--- config.mk ---
export PLATFORM = sky130hd
export DESIGN_NAME = instr_fetch_queue
export DESIGN_NICKNAME = d
export VERILOG_FILES = /design/src/rtl/instr_fetch_queue.sv
export SDC_FILE = /design/constraint.sdc
export NUM_CORES = 1
export LEC_CHECK = 0
export ABC_AREA = 1
export CORE_ASPECT_RATIO = 0.75
export CORE_MARGIN = 3
export CORE_UTILIZATION = 59
export CTS_CLUSTER_DIAMETER = 30
export DETAILED_ROUTE_END_ITERATION = 8
export PLACE_DENSITY = 0.88
export SLEW_MARGIN = 0
export SYNTH_ARGS = -nofsm -noshare
export SYNTH_HDL_FRONTEND = slang
export SYNTH_SLANG_ARGS = --single-unit
--- constraint.sdc ---
create_clock -name clk -period 7.9 [get_ports clk]
set_input_delay 1.185 -clock clk [delete_from_list [all_inputs] [get_ports clk]]
set_output_delay 1.185 -clock clk [all_outputs]
set_load 0.1 [all_outputs]
--- src/rtl/instr_fetch_queue.sv ---
// Instruction fetch queue: owns the fetch PC, addresses a zero-latency instruction
// memory, buffers {pc, instr} pairs in a small FIFO and hands them to decode over a
// valid/ready handshake. A redirect from execute flushes everything and restarts fetch.
//
// Optional build macro IFQ_SELF_LOOP_HALT_EN: when defined, fetching the self-branch
// word 32'hEAFFFFFE stops further enqueues (fetch_halted=1) until a redirect or reset.
// When undefined, fetch_halted is tied low and that word is treated like any other.
module instr_fetch_queue #(
  parameter logic [31:0] RESET_PC = 32'h0000_0000,
  parameter int unsigned DEPTH    = 4
) (
  input  logic        clk,
  input  logic        reset_n,
  output logic [31:0] imem_addr,
  input  logic [31:0] imem_rd,
  input  logic        redirect_valid,
  input  logic [31:0] redirect_pc,
  output logic        dec_valid,
  input  logic        dec_ready,
  output logic [31:0] dec_instr,
  output logic [31:0] dec_pc,
  output logic        fetch_halted
);

  // DEPTH is a power of two, so pointers wrap naturally at PtrW bits.
  localparam int unsigned     PtrW    = $clog2(DEPTH);
  // Occupancy must represent DEPTH itself, hence one extra code point.
  localparam int unsigned     CntW    = $clog2(DEPTH + 1);
  localparam logic [CntW-1:0] FullCnt = CntW'(DEPTH);

  logic [31:0]     fetch_pc_q, fetch_pc_d;
  logic [CntW-1:0] count_q, count_d;
  logic [PtrW-1:0] rd_ptr_q, rd_ptr_d;
  logic [PtrW-1:0] wr_ptr_q, wr_ptr_d;

  logic [31:0] pc_mem_q    [DEPTH];
  logic [31:0] instr_mem_q [DEPTH];

  logic not_empty;
  logic full;
  logic deq;
  logic enq;
  logic halted;

  // Low address bits of a redirect target are discarded by design.
  logic unused_redirect_lsb;
  assign unused_redirect_lsb = ^redirect_pc[1:0];

  assign imem_addr = fetch_pc_q;
  assign not_empty = (count_q != '0);
  assign full      = (count_q == FullCnt);

  // Redirect hides the head for the flush cycle so decode never consumes a stale entry.
  assign dec_valid = not_empty & ~redirect_valid;
  assign dec_pc    = not_empty ? pc_mem_q[rd_ptr_q]    : 32'h0;
  assign dec_instr = not_empty ? instr_mem_q[rd_ptr_q] : 32'h0;

  assign deq = dec_valid & dec_ready;
  // A full queue still accepts a word when the head leaves in the same cycle.
  assign enq = ~redirect_valid & ~halted & (~full | deq);

`ifdef IFQ_SELF_LOOP_HALT_EN
  localparam logic [31:0] SelfLoopWord = 32'hEAFF_FFFE;

  logic halted_q, halted_d;

  // Halt once the self-branch has been captured; only a redirect releases it.
  always_comb begin
    halted_d = halted_q;
    if (redirect_valid) begin
      halted_d = 1'b0;
    end else if (enq && (imem_rd == SelfLoopWord)) begin
      halted_d = 1'b1;
    end
  end

  // Halt flag register.
  always_ff @(posedge clk or negedge reset_n) begin
    if (!reset_n) begin
      halted_q <= 1'b0;
    end else begin
      halted_q <= halted_d;
    end
  end

  assign halted = halted_q;
`else
  assign halted = 1'b0;
`endif

  assign fetch_halted = halted;

  // Next-state for PC, pointers and occupancy; redirect overrides everything.
  always_comb begin
    fetch_pc_d = fetch_pc_q;
    count_d    = count_q;
    rd_ptr_d   = rd_ptr_q;
    wr_ptr_d   = wr_ptr_q;

    if (redirect_valid) begin
      fetch_pc_d = {redirect_pc[31:2], 2'b00};
      count_d    = '0;
      rd_ptr_d   = '0;
      wr_ptr_d   = '0;
    end else begin
      if (enq) begin
        wr_ptr_d   = wr_ptr_q + PtrW'(1);
        // Plain 32-bit add wraps 32'hFFFF_FFFC to 0.
        fetch_pc_d = fetch_pc_q + 32'd4;
      end
      if (deq) begin
        rd_ptr_d = rd_ptr_q + PtrW'(1);
      end
      unique case ({enq, deq})
        2'b10:   count_d = count_q + CntW'(1);
        2'b01:   count_d = count_q - CntW'(1);
        default: count_d = count_q;
      endcase
    end
  end

  // Control state registers.
  always_ff @(posedge clk or negedge reset_n) begin
    if (!reset_n) begin
      fetch_pc_q <= RESET_PC;
      count_q    <= '0;
      rd_ptr_q   <= '0;
      wr_ptr_q   <= '0;
    end else begin
      fetch_pc_q <= fetch_pc_d;
      count_q    <= count_d;
      rd_ptr_q   <= rd_ptr_d;
      wr_ptr_q   <= wr_ptr_d;
    end
  end

  // Entry storage; contents need no reset because count_q masks every stale slot.
  always_ff @(posedge clk) begin
    if (enq) begin
      pc_mem_q[wr_ptr_q]    <= fetch_pc_q;
      instr_mem_q[wr_ptr_q] <= imem_rd;
    end
  end

`ifndef SYNTHESIS
  // Occupancy never exceeds the storage size.
  count_bound: assert property (@(posedge clk) disable iff (!reset_n) count_q <= FullCnt);

  // Fetch address stays word aligned.
  pc_aligned: assert property (@(posedge clk) disable iff (!reset_n) fetch_pc_q[1:0] == 2'b00);

  // Enqueue never overruns a full queue unless the head leaves too.
  no_overflow: assert property (@(posedge clk) disable iff (!reset_n) (enq && full) |-> deq);
`endif

endmodule
## After elaboration in Yosys (flattened, before gate mapping)

Memories as Yosys holds them, arrays and structs flattened.
Index checks and enable logic that the tools add are counted.
Widths: inputs -> output; s select.

- Register bits: 39
- Bits of input ports: 68
- Memories: 2
- RAM bits: 256
- Memory bits (read-only): 0
- Latch bits: 0
- Logic and storage cells: 36
- Output and inout bits: 98

Memory list:

| name | depth | width | read ports | clocked after memory_dff | write ports | line | text |
|---|---|---|---|---|---|---|---|
| instr_mem_q | 4 | 32 | 1 | 0 | 1 | 37 | `logic [31:0] instr_mem_q [DEPTH];` |
| pc_mem_q | 4 | 32 | 1 | 0 | 1 | 36 | `logic [31:0] pc_mem_q [DEPTH];` |

- Equality and inequality tests: 3
- Shifts and indexed selects: 0
- Add/subtract/negate cells: 5
- Multiply operators: 0
- Div/mod/pow operators: 0
- $lt $le $gt $ge: 0
- Reduce and logical (&&, ||, !) cells: 4
- Bitwise operators: 6
- Multiplexer cells: 12

Operators by type and width:

| cell | number |
|---|---|
| $mux 32 | 4 |
| $add 32x3->32 const B | 1 |
| $mux 2 | 4 |
| $pmux 3 s2 | 1 |
| $reduce_bool 3->1 | 2 |
| $add 2x1->2 const B | 2 |
| $reduce_bool 2->1 | 2 |
| $add 3x1->3 const B | 1 |
| $and 1x1->1 | 3 |
| $eq 3x3->1 const B | 1 |
| $mux 3 | 1 |
| $sub 3x1->3 const B | 1 |
| $eq 2x1->1 const B | 1 |
| $eq 2x2->1 const B | 1 |
| $mux 1 | 2 |
| $not 1->1 | 2 |
| $or 1x1->1 | 1 |

## Logic depth before layout (Yosys ltp)

- Word-level depth: 8
- Gate-level depth with buffers: 10
- Mapped depth without buffers: 10

## Worst setup path after synthesis

Ideal clock, no wire load.

- Kind: input -> register
- Start point: in redirect_valid
- End point: mem instr_mem_q[0][0] (enable)
- Library setup time: 0.482 ns
- Slack: 3.143 ns
- Cell stages on the path: 6
- Data required time: 7.418 ns
- Path buffers: 1
- Arrival: 4.275 ns
- Cell sequence: inv_2 a21oi_2 nand2_1 nand2_1 buf_2 nor2_1

- Word-level cells in the longest chain between the ends: 7

RTL lines:

| item | line | text |
|---|---|---|
| from (decl) | 16 | `input logic redirect_valid,` |
| $not 1->1 (*) | 54, 60 |  |
| $and 1x1->1 | 54 | `assign dec_valid = not_empty & ~redirect_valid;` |
| $and 1x1->1 | 58 | `assign deq = dec_valid & dec_ready;` |
| $or 1x1->1 | 60 | `assign enq = ~redirect_valid & ~halted & (~full \| deq);` |
| $and 1x1->1 (*) | 60 |  |
| $mux 1 (*) | 139 | `if (enq) begin` |
| $mux 1 (not written as such) (*) | 141 | `instr_mem_q[wr_ptr_q] <= imem_rd;` |
| to (decl) | 37 |  |

Every way passes the cells marked *; elsewhere a longest branch is shown, timed or not.

## Worst setup path after layout

- Start point: reg rd_ptr_q[0]
- End point: out dec_pc[4]

- Word-level cells in the longest chain between the ends: 2

RTL lines:

| item | line | text |
|---|---|---|
| from (decl) | 33 | `logic [PtrW-1:0] rd_ptr_q, rd_ptr_d;` |
| from (signal assigned) | 132 | `rd_ptr_q <= rd_ptr_d;` |
| $mem_v2 4x32 | - |  |
| $mux 32 | 55 | `assign dec_pc = not_empty ? pc_mem_q[rd_ptr_q] : 32'h0;` |
| to (decl) | 21 | `output logic [31:0] dec_pc,` |

Every way passes these cells.

==> flow_summary_export.csv <==
group,metric,value,unit
pwr,sw_frac_of_total,0.4734,
routing,vias,9132,
pwr,clockPowerShare,0.255,
critical_path,crit_fanout,65,
synthesis,yosys.area.top_type,"edfxtp_1",
placement,dp_slack,2687,ps
sta,fin_hold_ws,571.5,ps
cells_and_area,area_growth,25.55,%
die,die_height,130.0,µm
sta,final-max-slew-violation-count,0,
placement,port_buffers,158,
pwr,ir_worst_vdd,0.4018,mV
clock_network,cts_buffers,40,
routing,drtPass1Iterations,6,
routing,routedWlPerCell,18.76,µm
synthesis,synthTopCellsByArea,"edfxtp_1, nor2_1, dfrtp_1",
sta,setup_viol,0,
synthesis,synth-seq-cells,285,
cells_and_area,drive_gt1_frac,0.07159,
sta,fin_crit,5433,ps
pwr,combPwrFrac,0.436,
synthesis,synth_top_area_share,0.6160,
pwr,p_switching,3.239,mW
pwr,p_int,3.603,mW
sta,rsz0062_at_grt,"false",
synthesis,syn_area_per_cell,10.74,µm²
pwr,power_density,450.8,nW/µm²
die,die-area,22260,µm²
routing,final_antenna_net_count,0,
die,ios,166,
grt,antenna_found_initial,0,
clock_network,clock_latency,520,ps
critical_path,startpoint_type,"flip-flop",
clock_network,cts.sinks,285,
synthesis,synthCells,1126,
clock_network,clock_path_buffers,3,
synthesis,synth_area,12090,µm²
cells_and_area,diodes,0,
critical_path,arrival,4250,ps
sta,finalWorstSetupSlack,2467,ps
sta,tightest_slew,1196,ps
placement,place_hpwl,16.97,mm
cells_and_area,fin_cells,1566,
grt,grt_pass1_wl,45.43,mm
critical_path,endpoint_kind,"output pin",
critical_path,required,6710,ps
die,design.core.area,19710,µm²
placement,place_congestion,0.9174,
grt,grt_use_total,0.2646,
routing,routed_wl,29.37,mm
routing,vias_per_cell,5.831,
clock_network,cts_tree,"done",
sta,period_share,0.6877,
synthesis,ys_seq_area_frac,0.6925,
status,status,"complete, no violations",
clock_network,hold_buffers,0,
sta,max_freq,0.1841,GHz
sta,fin_skew,15.98,ps
clock_network,clk_pin_slew,60,ps
clock_network,post_cts_resized,0,
pwr,power.leakage,5.511,nW
routing,drt_iter0_markers,1179,
cells_and_area,num-nets-final,1355,
sta,setup_tns,0,ps
sta,slew-limit-headroom,0.2009,
clock_network,ctsRootBufferMaster,"clkbuf_16",
grt,grt_max_degree,87,
placement,place_inst,1492,
die,core.rowCount,44,
sta,hold_viol_final,0,
grt,first_global_vias,8814,
grt,gr-total-overflow,0,
pwr,p_total,6.843,mW
routing,drc,0,
hold_path,worstHoldPathType,"reg -> reg",
critical_path,critPathKind,"reg -> out",
synthesis,ys_warn_count,0,
die,die_w,171.3,µm
synthesis,ys_types,29,
clock_network,htreeDepth,2,
clock_network,postCtsSetupBuffers,0,
die,start_util,0.6134,
flow_run,max_cap_violations,0,
pwr,p_seq_frac,0.309,
## flip-flops by register name (all words and copies together), names as in the netlist
signal,flops
count_q,3
rd_ptr_q,2
wr_ptr_q,2
pc_mem_q,120
imem_addr,30
instr_mem_q,128
## path summary, 6_finish.rpt
kind                                          endpoint               startpoint  cells past startpoint  slack (ps)
max                                          dec_pc[4]  rd_ptr_q[0]$_DFFE_PN0P_                      5        2470
max in group asynchronous      rd_ptr_q[0]$_DFFE_PN0P_                  reset_n                      2        6390
min                             count_q[2]$_DFFE_PN0P_   count_q[2]$_DFFE_PN0P_                      2         570
min reg2reg                     count_q[2]$_DFFE_PN0P_   count_q[2]$_DFFE_PN0P_                      2         570
min in group asynchronous    imem_addr[21]$_DFFE_PN0P_                  reset_n                      2        1100
max reg2reg                instr_mem_q[1][4]$_DFFE_PP_   count_q[0]$_DFFE_PN0P_                      5        4860
## cell usage after synthesis
cell / count
nor2_1: 301
edfxtp_1: 248
nand2_1: 157
o21ai_0: 134
a21oi_1: 68
dfrtp_1: 37
clkbuf_1: 36
nand3_1: 36
inv_1: 34
a22oi_1: 17
buf_2: 13
buf_4: 6
inv_2: 6
xor2_1: 6
ha_1: 5
buf_1: 4
xnor2_1: 4
o211ai_1: 2
or2_2: 2
a21oi_2: 1
a31oi_1: 1
buf_6: 1
conb_1: 1
fa_1: 1
nand3_2: 1
nand4_1: 1
nor2_2: 1
nor2_4: 1
o21bai_1: 1
## worst max-delay path: stages (launching register included)
cell	delay (ps)
dfrtp_4	660
inv_2	700
buf_4	630
o21ai_0	240
a21oi_1	220
clkdlybuf4s50_1	1200
## cells in the final DEF (no fill, tap or decap), drive strengths merged
cell type,netlist,layout
edfxtp,248,248
dfrtp,37,37
conb,1,6
o21bai,1,1
clkinvlp,0,5
a21oi,69,69
nand2,157,157
clkbuf,36,43
buf,24,10
o21ai,134,134
or2,2,2
clkinv,0,13
clkdlybuf4s50,0,158
fa,1,1
nand3,37,37
o211ai,2,2
ha,5,5
nor2,303,303
xnor2,4,4
nand4,1,1
a31oi,1,1
bufinv,0,3
a22oi,17,17
inv,40,50
xor2,6,6
## power by group through the flow
stage / Combinational, mW / Clock, mW / Sequential (mW)
2_1_floorplan: 2.05 / 0 / 2.31
3_3_place_gp: 2.94 / 0 / 2.12
3_5_place_dp: 2.97 / 0 / 2.13
4_1_cts: 2.99 / 1.76 / 2.11
5_1_grt: 3.11 / 1.83 / 2.13
6_report: 2.99 / 1.74 / 2.11
## kinds of logic (layout without fill, tap and decap cells)
| logic type | after synthesis | count (layout) | synth area share |
|---|---|---|---|
| AO/OA/AOI/OAI | 224 | 224 | 0.09728 |
| XOR/XNOR | 10 | 10 | 0.007244 |
| adder cells (fa/ha/maj) | 6 | 6 | 0.006830 |
| buffers and inverters | 100 | 282 | 0.03487 |
| flip-flops | 285 | 285 | 0.6925 |
| other | 1 | 6 | 0.0003102 |
| AND/OR/NAND/NOR | 500 | 500 | 0.1609 |
## final cells by class
| class | instances | area, µm² |
|---|---|---|
| Tap cell | 253 | 316.6 |
| Sequential cell | 285 | 8378 |
| Clock inverter | 31 | 300.3 |
| Multi-Input combinational cell | 746 | 3344 |
| Inverter | 40 | 150.1 |
| Clock buffer | 43 | 1033 |
| Timing Repair Buffer | 168 | 1657 |
| Fill cell | 1154 | 4529 |
## routing by layer
layer	vias to the layer above	part of all wire	track usage
li1	4187	-	-
met1	4328	0.40	0.3723
met2	551	0.47	0.4163
met3	66	0.11	0.05754
met4	0	0.020	0.09508
met5	-	0	0
## stage by stage
| step | utilization | area, µm² |
|---|---|---|
| 4_1_cts | 0.7702 | 15180 |
| 2_1_floorplan | - | 12110 |
| 3_5_place_dp | 0.7025 | 13850 |
| 5_1_grt | 0.7702 | 15180 |
| 6_report | 0.7702 | 15180 |
| 3_3_place_gp | 0.7025 | 13850 |
No activity file was read; power rests on OpenSTA's default activity.
